<file path="src/rtl/fetch_queue_if.sv">
// Fetch-to-decode bundle: two fetched instructions in, two oldest queued entries out.
interface fetch_queue_if #(
    parameter int DEPTH = 16,
    parameter int EXT_W = 8
);
    localparam int CW = $clog2(DEPTH) + 1;

    logic [31:0]      i_PC1;
    logic [31:0]      i_IR1;
    logic [EXT_W-1:0] i_EXT1;
    logic [31:0]      i_PC2;
    logic [31:0]      i_IR2;
    logic [EXT_W-1:0] i_EXT2;
    logic [1:0]       i_is_valid;
    logic             stall_ICache;
    logic             flush_BR;
    logic [1:0]       i_deq;

    logic [31:0]      o_PC1;
    logic [31:0]      o_IR1;
    logic [EXT_W-1:0] o_EXT1;
    logic [31:0]      o_PC2;
    logic [31:0]      o_IR2;
    logic [EXT_W-1:0] o_EXT2;
    logic [1:0]       o_is_valid;
    logic             ID_status;
    logic             o_is_full;
    logic [CW-1:0]    o_count;
    logic             o_overflow;

    modport master (
        output i_PC1, i_IR1, i_EXT1, i_PC2, i_IR2, i_EXT2,
               i_is_valid, stall_ICache, flush_BR, i_deq,
        input  o_PC1, o_IR1, o_EXT1, o_PC2, o_IR2, o_EXT2,
               o_is_valid, ID_status, o_is_full, o_count, o_overflow
    );

    modport slave (
        input  i_PC1, i_IR1, i_EXT1, i_PC2, i_IR2, i_EXT2,
               i_is_valid, stall_ICache, flush_BR, i_deq,
        output o_PC1, o_IR1, o_EXT1, o_PC2, o_IR2, o_EXT2,
               o_is_valid, ID_status, o_is_full, o_count, o_overflow
    );
endinterface

</file>
<file path="src/rtl/fetch_queue.sv">
// Circular instruction queue between fetch and decode: up to two in, up to two out per cycle,
// show-ahead outputs, all-or-nothing pair enqueue, single-cycle branch flush.
module fetch_queue #(
    parameter int DEPTH       = 16,
    parameter int EXT_W       = 8,
    parameter int FULL_MARGIN = 4
) (
    input  logic          clk,
    input  logic          rst,
    fetch_queue_if.slave  bus
);
    localparam int CW = $clog2(DEPTH) + 1;
    localparam int AW = CW - 1;
    localparam logic [CW-1:0] DEPTH_C = CW'(DEPTH);
    localparam logic [CW-1:0] FULL_TH = CW'(DEPTH - FULL_MARGIN);

    typedef struct packed {
        logic [31:0]      pc;
        logic [31:0]      ir;
        logic [EXT_W-1:0] ext;
    } entry_t;

    entry_t mem [DEPTH];

    logic [CW-1:0] head, tail;
    logic [CW-1:0] count, free, n_in, deq_req, n_out;
    logic [1:0]    valid_in, valid_out;
    logic          accept;
    logic          overflow_q;
    logic [AW-1:0] wr_idx0, wr_idx1, rd_idx0, rd_idx1;
    entry_t        e0, e1;

    always_comb begin
        count    = head - tail;
        free     = DEPTH_C - count;
        valid_in = bus.stall_ICache ? 2'b00 : bus.i_is_valid;
        case (valid_in)
            2'b11:   n_in = CW'(2);
            2'b10:   n_in = CW'(1);
            default: n_in = '0;
        endcase
        case (bus.i_deq)
            2'd0:    deq_req = '0;
            2'd1:    deq_req = CW'(1);
            default: deq_req = CW'(2);
        endcase
        n_out   = (deq_req > count) ? count : deq_req;
        // Space freed by this cycle's dequeue is deliberately not credited.
        accept  = (n_in <= free);
        wr_idx0 = head[AW-1:0];
        wr_idx1 = wr_idx0 + AW'(1);
        rd_idx0 = tail[AW-1:0];
        rd_idx1 = rd_idx0 + AW'(1);
    end

    always_ff @(posedge clk) begin
        if (rst) begin
            head       <= '0;
            tail       <= '0;
            overflow_q <= 1'b0;
        end else if (bus.flush_BR) begin
            head       <= '0;
            tail       <= '0;
            overflow_q <= 1'b0;
        end else begin
            if (accept)
                head <= head + n_in;
            tail       <= tail + n_out;
            overflow_q <= !accept;
        end
    end

    // Storage is never cleared; invalid output slots are zero-forced instead.
    always_ff @(posedge clk) begin
        if (!rst && !bus.flush_BR && accept) begin
            if (n_in != '0)
                mem[wr_idx0] <= '{pc: bus.i_PC1, ir: bus.i_IR1, ext: bus.i_EXT1};
            if (n_in == CW'(2))
                mem[wr_idx1] <= '{pc: bus.i_PC2, ir: bus.i_IR2, ext: bus.i_EXT2};
        end
    end

    always_comb begin
        e0 = mem[rd_idx0];
        e1 = mem[rd_idx1];
        if (count >= CW'(2))
            valid_out = 2'b11;
        else if (count == CW'(1))
            valid_out = 2'b10;
        else
            valid_out = 2'b00;
    end

    assign bus.o_PC1      = valid_out[1] ? e0.pc  : '0;
    assign bus.o_IR1      = valid_out[1] ? e0.ir  : '0;
    assign bus.o_EXT1     = valid_out[1] ? e0.ext : '0;
    assign bus.o_PC2      = valid_out[0] ? e1.pc  : '0;
    assign bus.o_IR2      = valid_out[0] ? e1.ir  : '0;
    assign bus.o_EXT2     = valid_out[0] ? e1.ext : '0;
    assign bus.o_is_valid = valid_out;
    assign bus.ID_status  = |valid_out;
    assign bus.o_is_full  = (count >= FULL_TH);
    assign bus.o_count    = count;
    assign bus.o_overflow = overflow_q;
endmodule

</file>
<file path="src/flat_wrapper.sv">
// flat-port wrapper written by rule: the top's interface ports become plain ports
module fetch_queue_flat 
#(
    parameter int DEPTH       = 16,
    parameter int EXT_W       = 8,
    parameter int FULL_MARGIN = 4
)
  (clk, rst, bus_i_PC1, bus_i_IR1, bus_i_EXT1, bus_i_PC2, bus_i_IR2, bus_i_EXT2, bus_i_is_valid, bus_stall_ICache, bus_flush_BR, bus_i_deq, bus_o_PC1, bus_o_IR1, bus_o_EXT1, bus_o_PC2, bus_o_IR2, bus_o_EXT2, bus_o_is_valid, bus_ID_status, bus_o_is_full, bus_o_count, bus_o_overflow);
  fetch_queue_if #(.DEPTH(DEPTH), .EXT_W(EXT_W)) bus_i ();
  input  logic clk;
  input  logic rst;
  input wire logic [$bits(bus_i.i_PC1)-1:0] bus_i_PC1;
  input wire logic [$bits(bus_i.i_IR1)-1:0] bus_i_IR1;
  input wire logic [$bits(bus_i.i_EXT1)-1:0] bus_i_EXT1;
  input wire logic [$bits(bus_i.i_PC2)-1:0] bus_i_PC2;
  input wire logic [$bits(bus_i.i_IR2)-1:0] bus_i_IR2;
  input wire logic [$bits(bus_i.i_EXT2)-1:0] bus_i_EXT2;
  input wire logic [$bits(bus_i.i_is_valid)-1:0] bus_i_is_valid;
  input wire logic [$bits(bus_i.stall_ICache)-1:0] bus_stall_ICache;
  input wire logic [$bits(bus_i.flush_BR)-1:0] bus_flush_BR;
  input wire logic [$bits(bus_i.i_deq)-1:0] bus_i_deq;
  output wire logic [$bits(bus_i.o_PC1)-1:0] bus_o_PC1;
  output wire logic [$bits(bus_i.o_IR1)-1:0] bus_o_IR1;
  output wire logic [$bits(bus_i.o_EXT1)-1:0] bus_o_EXT1;
  output wire logic [$bits(bus_i.o_PC2)-1:0] bus_o_PC2;
  output wire logic [$bits(bus_i.o_IR2)-1:0] bus_o_IR2;
  output wire logic [$bits(bus_i.o_EXT2)-1:0] bus_o_EXT2;
  output wire logic [$bits(bus_i.o_is_valid)-1:0] bus_o_is_valid;
  output wire logic [$bits(bus_i.ID_status)-1:0] bus_ID_status;
  output wire logic [$bits(bus_i.o_is_full)-1:0] bus_o_is_full;
  output wire logic [$bits(bus_i.o_count)-1:0] bus_o_count;
  output wire logic [$bits(bus_i.o_overflow)-1:0] bus_o_overflow;
  assign bus_i.i_PC1 = bus_i_PC1;
  assign bus_i.i_IR1 = bus_i_IR1;
  assign bus_i.i_EXT1 = bus_i_EXT1;
  assign bus_i.i_PC2 = bus_i_PC2;
  assign bus_i.i_IR2 = bus_i_IR2;
  assign bus_i.i_EXT2 = bus_i_EXT2;
  assign bus_i.i_is_valid = bus_i_is_valid;
  assign bus_i.stall_ICache = bus_stall_ICache;
  assign bus_i.flush_BR = bus_flush_BR;
  assign bus_i.i_deq = bus_i_deq;
  assign bus_o_PC1 = bus_i.o_PC1;
  assign bus_o_IR1 = bus_i.o_IR1;
  assign bus_o_EXT1 = bus_i.o_EXT1;
  assign bus_o_PC2 = bus_i.o_PC2;
  assign bus_o_IR2 = bus_i.o_IR2;
  assign bus_o_EXT2 = bus_i.o_EXT2;
  assign bus_o_is_valid = bus_i.o_is_valid;
  assign bus_ID_status = bus_i.ID_status;
  assign bus_o_is_full = bus_i.o_is_full;
  assign bus_o_count = bus_i.o_count;
  assign bus_o_overflow = bus_i.o_overflow;
  fetch_queue #(.DEPTH(DEPTH), .EXT_W(EXT_W), .FULL_MARGIN(FULL_MARGIN)) u_core (.clk(clk), .rst(rst), .bus(bus_i));
endmodule
</file>
<file path="config.mk">
export PLATFORM = sky130hd
export DESIGN_NAME = fetch_queue_flat
export DESIGN_NICKNAME = d
export VERILOG_FILES = /design/src/rtl/fetch_queue_if.sv /design/src/rtl/fetch_queue.sv /design/src/flat_wrapper.sv
export SDC_FILE = /design/constraint.sdc
export NUM_CORES = 2
export LEC_CHECK = 0
export BUFFER_PORTS_ARGS = -buffer_cell sky130_fd_sc_hd__buf_4
export CAP_MARGIN = 15
export CORE_AREA = 10 10 359 361
export CTS_CLUSTER_DIAMETER = 60
export DETAILED_ROUTE_END_ITERATION = 12
export DIE_AREA = 0 0 369 371
export GPL_TIMING_DRIVEN = 0
export PLACE_DENSITY_LB_ADDON = 0.12
export SLEW_MARGIN = 0
export SYNTH_ARGS = -nofsm -noshare
export SYNTH_HDL_FRONTEND = slang
export SYNTH_SLANG_ARGS = --single-unit
</file>
<file path="constraint.sdc">
create_clock -name clk -period 11.3 [get_ports clk]
set_clock_uncertainty 0.1 [all_clocks]
set_input_delay 1.13 -clock clk [delete_from_list [all_inputs] [get_ports clk]]
set_output_delay 1.13 -clock clk [all_outputs]
set_load 0.02 [all_outputs]
</file>
# Yosys cells after proc, flatten, opt, wreduce, memory -nomap -nowiden
# Memory sizes are Yosys's and may differ from the RTL's. A register that Yosys moved wholly into a read port is not among the register bits.
# Index checks and enable logic that the tools add are counted.
# W data, S select, Z words.
# op_classes
muxes	19
bitwise_logic	0
n_addsub	6
eq_ne	5
shifts	0
n_div	0
n_lt_le_gt_ge	4
mul	0
reduce_logical	9
# ops
cell	n
$mux W32	4
$mux W8	2
$add A4 B1 Y4 const B	2
$pmux W2 S2	2
$eq A2 B2 Y1 const B	3
$mux W1	6
$mux W2	3
$add A5 B2 Y5	1
$add A5 B5 Y5	1
$eq A5 B1 Y1 const B	1
$ge A5 B2 Y1 const B	1
$ge A5 B4 Y1 const B	1
$gt A2 B5 Y1	1
$le A2 B5 Y1	1
$mux W5	1
$reduce_bool A5 Y1	1
$sub A5 B5 Y5	1
$sub A5 B5 Y5 const A	1
$mux W4	1
$reduce_or A2 Y1	2
$logic_not A1 Y1	3
$eq A2 B1 Y1 const B	1
$logic_and A1 B1 Y1	2
$logic_not A2 Y1	1
# totals
input_bits	152
memories	1
register_bits	11
romBits	0
output_inout_bits	154
latchBits	0
mem_bits_rw	1152
# mem_list
name	words	word_bits	read_ports	rd_ports_with_merged_regs	write_ports	line_no	source
u_core.mem	16	72	2	1	2	fetch_queue.sv:23	entry_t mem [DEPTH];

# Longest topological paths before layout
# logic_depth
word_depth	7
depth_mapped	19
mapped_depth_nobuf	18

# Least setup slack after synthesis
# OpenSTA, ideal clock, no wires.
# synth_timing
path_kind	register to register
startpoint	register u_core.tail[1]
endpoint	memory u_core.mem[1][0] (netlist bit), enable pin
path_stages_with_launch	15
setup_slack_ns	-0.541
setup_time_ns	0.705
synth_period_minus_slack_ns	11.841
arrival_time_ns	11.036
path_cell_list	dfxtp_1 -> clkbuf_1 -> buf_1 -> inv_1 -> fa_1 -> inv_1 -> ha_1 -> inv_1 -> ha_1 -> nor2b_1 -> o21ai_0 -> a31o_2 -> buf_6 -> o21ai_1 -> nor4b_1
# synth_rtl
item	line_no	source
start, declared	fetch_queue.sv:25	logic [CW-1:0] head, tail;
start signal, assigned	fetch_queue.sv:68	tail <= tail + n_out;
end, declared	fetch_queue.sv:23	

# Worst setup path in the final report
# layout_timing
startpoint	register u_core.tail[1]
endpoint	output port bus_o_IR2[21]
# layout_between
elab_chain_cells	4
elab_cells_between_ends	6
# layout_rtl
item	line_no	source
$sub A5 B5 Y5	fetch_queue.sv:34	count = head - tail;
$ge A5 B2 Y1	fetch_queue.sv:86	if (count >= CW'(2))
$mux W2	fetch_queue.sv:86	
$mux W32 (*)	fetch_queue.sv:98	assign bus.o_IR2 = valid_out[0] ? e1.ir : '0;
end, declared	flat_wrapper.sv:26	output wire logic [$bits(bus_i.o_IR2)-1:0] bus_o_IR2;
# Every way passes the cells marked *; elsewhere a longest branch is shown, timed or not.

==> summary.log <==
[clocking] clock tree root buffer cell clkbuf_16
[floorplan] die boundary width 369 µm
[synth] synth top area cells edfxtp_1 50%, mux4_2 21%, mux2_2 18%
[routing] number of DRC markers in iteration 0 7119
[routing] wirelength, routed 251 mm
[setup_path] setup slack on the worst flop-to-flop path 3.72 ns
[grt] global router's overall resource usage 36.1%
[timing] Final Critical Period 8.52 ns
[synth] sequential-to-total area share from yosys stat 50.6%
[finish] final non-filler cell total 6401
[power] Power Internal 8.43 mW
[grt] initial antenna violation count 34
[power] sw frac 29.4%
[power] total leakage power 26.3 nW
[worst_hold_path] type of the worst min-delay path reg2reg
[finish] proportion of layout cells with a drive suffix above 1 55.8%
[synth] number of synthesized flops with an enable pin 1152
[setup_path] cell at the slowest stage of the critical path clkbuf_1
[clocking] H-tree depth reported by CTS 4
[finish] Fillers 8543
[setup_path] critical path's top delay family buffers and inverters
[routing] drt drc 0
[power] peak ir drop on the vdd network 0.169 mV
[synth] netlist area before placement 68800 µm²
[setup_path] worst stage delay on the critical path 1.00 ns
[timing] Final Setup Violations 0
[placement] Placement Cell Area 75900 µm²
[timing] highest achievable clock rate 117 MHz
[floorplan] die footprint 137000 µm²
[synth] count leader, synth edfxtp_1
[setup_path] Required @ worst endpoint 10.07 ns
[routing] Pre-Repair DR Iteration Count 6
[synth] cell type with the highest aggregate area in the netlist edfxtp_1
[power] reported net switching power 3.51 mW
[timing] setup repair after global routing missed its margin false
[finish] post-synthesis to final-layout area growth 16.7%
[floorplan] CORE AREA 121000 µm²
[clocking] number of buffers added by the clock tree synthesis step 134
[clocking] clock tree from TritonCTS done
[timing] Hold WS 0.414 ns
[power] sequential fraction of design power 39.9%
[floorplan] starting density of the core 56.7%
[job] number of violations of the max-capacitance limit 0
[timing] final max-slew violation count 0
[clocking] total setup buffers inserted after CTS 0
[timing] slew at the pin with the worst max-slew slack 1.40 ns
[routing] wire length per cell after detailed routing 39.1 µm
[clocking] Worst-Skew Late Latency 0.77 ns
[floorplan] die height 371 µm
[power] Comb pwr share 24.4%
[outcome] status finished clean
[synth] share of flip-flops with an asynchronous set or reset after synthesis 0%
[synth] Mapped Avg Cell Area 17.3 µm²
[placement] Final GP Congestion 0.885
[placement] buffers added on ports 305
[synth] total of warnings raised by yosys 0
[setup_path] nature of the critical path startpoint register
[power] total power divided by cell area 149 nW/µm²
[floorplan] ports placed on the boundary 306
[grt] maximum number of pins on one net before global-route repair 21
[finish] total number of nets in the final design 4851
[finish] final instance area 80300 µm²
[power] clock network power share 35.7%
[synth] predominant post-synthesis flop cell edfxtp_1
[grt] number of global-route vias before repair 46800
[setup_path] Critical Path, Cell by Cell clkbuf_1 -> buf_1 -> inv_1 -> fa_1 -> a21o_1 -> a21oi_1 -> xnor2_2 -> nor4_1 -> clkbuf_1 -> clkbuf_1 -> a211oi_1 -> buf_4
[placement] DP Cell Count 6151
[clocking] clock transition at the registers of the reported paths 0.06 ns
[power] total power draw 11.9 mW
[synth] share of Yosys cell area claimed by the top area cell type 50.3%
[setup_path] kind of critical path reg2out
[timing] smallest setup slack after layout 2.78 ns
[synth] number of register bits inferred by synthesis 1163
[routing] Antenna Violating Nets Remaining 0
[placement] pre-CTS setup slack 3.89 ns
[clocking] number of buffers inserted by hold repair at cts 0
[floorplan] Core Rows 128
[grt] grt ovf 0
[synth] number of distinct standard cells referenced by the synthesized netlist 49
[setup_path] largest fanout on the critical path 10
[routing] via total after detailed routing 46700
[routing] per-cell via count in the routed design 7.29
[setup_path] most prevalent standard cell on the critical path clkbuf_1
[clocking] maximum count of clock buffers along a single path 3
[grt] first-pass GRT wire length 349 mm
[setup_path] total buffers and inverters traversed by the critical path 6
[setup_path] data arrival time of the critical path 7.29 ns
[clocking] post-cts gate resize count 0
[setup_path] endpoint class of the critical path primary output
[timing] final count of hold timing violations 0
[timing] headroom to the max-slew limit 6.40%
[synth] commonest cells in the synthesized netlist 1152 x edfxtp_1, 1097 x mux2_2, 648 x mux4_2, 289 x clkbuf_1, 146 x a211oi_1
[timing] post-route clock period utilization 75.4%
[placement] total half-perimeter wirelength after legalization and detailed placement 173 mm
[clocking] clock sink count 1163
[synth] Synth Instances 3978
-- registers in the layout, summed over array words and instances, names as in the netlist --
register and flops:
u_core.mem 1152, u_core.head 5, u_core.tail 5, u_core.bus.o_overflow 1
-- worst register-to-register path: cells and delay by family, from the launching register on --
family,cells,cell delay (ns)
AO/OA/AOI/OAI,3,0.82
adder cells (fa/ha/maj),3,1.43
buffers and inverters,10,3.36
flip-flops,1,0.38
AND/OR/NAND/NOR,2,1.16
-- area by class of cell --
type / instances / area, µm² / area share, %
clock buffers: 175 / 3710 / 4.62
well taps: 1625 / 2030 / 2.53
multi-input cells: 2333 / 31700 / 39.5
diodes: 9 / 22.5 / 0.0281
inverters: 17 / 63.8 / 0.0795
clock inverters: 49 / 428 / 0.533
repair buffers: 564 / 5180 / 6.45
flip-flops and latches: 1163 / 34800 / 43.4
plain buffers: 466 / 2320 / 2.89
-- stage by stage --
stage                      TNS, ns  util, %
after floorplan             -15.02        -
final                            0     66.1
after global placement    -9988.73     60.2
after global routing             0     66.1
after detailed placement         0     62.5
after CTS                        0     65.9
-- placed cells by master (no fill, tap or decap), types with 4 or more instances in the layout --
master	count
clkinv_1	23
mux4_2	648
buf_8	58
xor2_1	4
nor4_2	7
buf_12	6
bufinv_16	8
nand2b_1	5
nor2b_1	76
mux2_1	57
a21oi_1	8
inv_1	15
buf_4	418
diode_2	9
ha_1	17
mux2i_1	75
a21o_1	6
nor2_1	12
clkbuf_1	319
buf_16	6
clkinv_2	16
mux2_2	1097
a21oi_4	5
o211ai_4	4
buf_1	40
and2_1	73
clkbuf_16	143
nor3_1	9
a21oi_2	4
a211oi_1	146
nand2_1	21
nor3_2	6
buf_2	69
buf_6	144
o21ai_0	7
nand3_1	8
dfxtp_1	11
edfxtp_1	1152
-- metal layers --
metal  up-vias  wire (µm)  track usage [%]
met5         -        298            0.280
met4        42      14000             17.9
met3       854      35400             13.4
met2      3960     115000             55.5
met1     23900      85700             44.9
li1      17900          -                -
-- power groups by stage --
stage,Clock [mW],Sequential (mW),Combinational (mW)
final,4.26,4.77,2.91
after global routing,4.41,4.77,3.01
after CTS,4.25,4.77,2.85
after detailed placement,0,4.86,2.83
after global placement,0,4.87,2.76
after floorplan,0,4.86,1.64
-- kinds of logic (layout without fill, tap and decap cells) --
kind of cell,count (synthesis),after routing,synth area share [%]
flops,1163,1163,50.6
mux,1877,1877,41.2
compound gates,189,189,2.20
other cells,1,11,0.00545
buf+inv,483,1271,3.46
fa+ha+maj,20,20,0.397
xor+xnor,10,10,0.149
simple gates,235,235,1.98
-- path summary, 6_finish.rpt --
check	start	to	depth (start not counted)
worst max-delay path	u_core.tail[1]	bus_o_IR2[21]	12
worst max register to register	u_core.tail[1]	u_core.mem[13][5]	18
worst min-delay path	u_core.head[4]	u_core.head[4]	2
worst min register to register	u_core.head[4]	u_core.head[4]	2
Power figures use the tool's default switching activity.
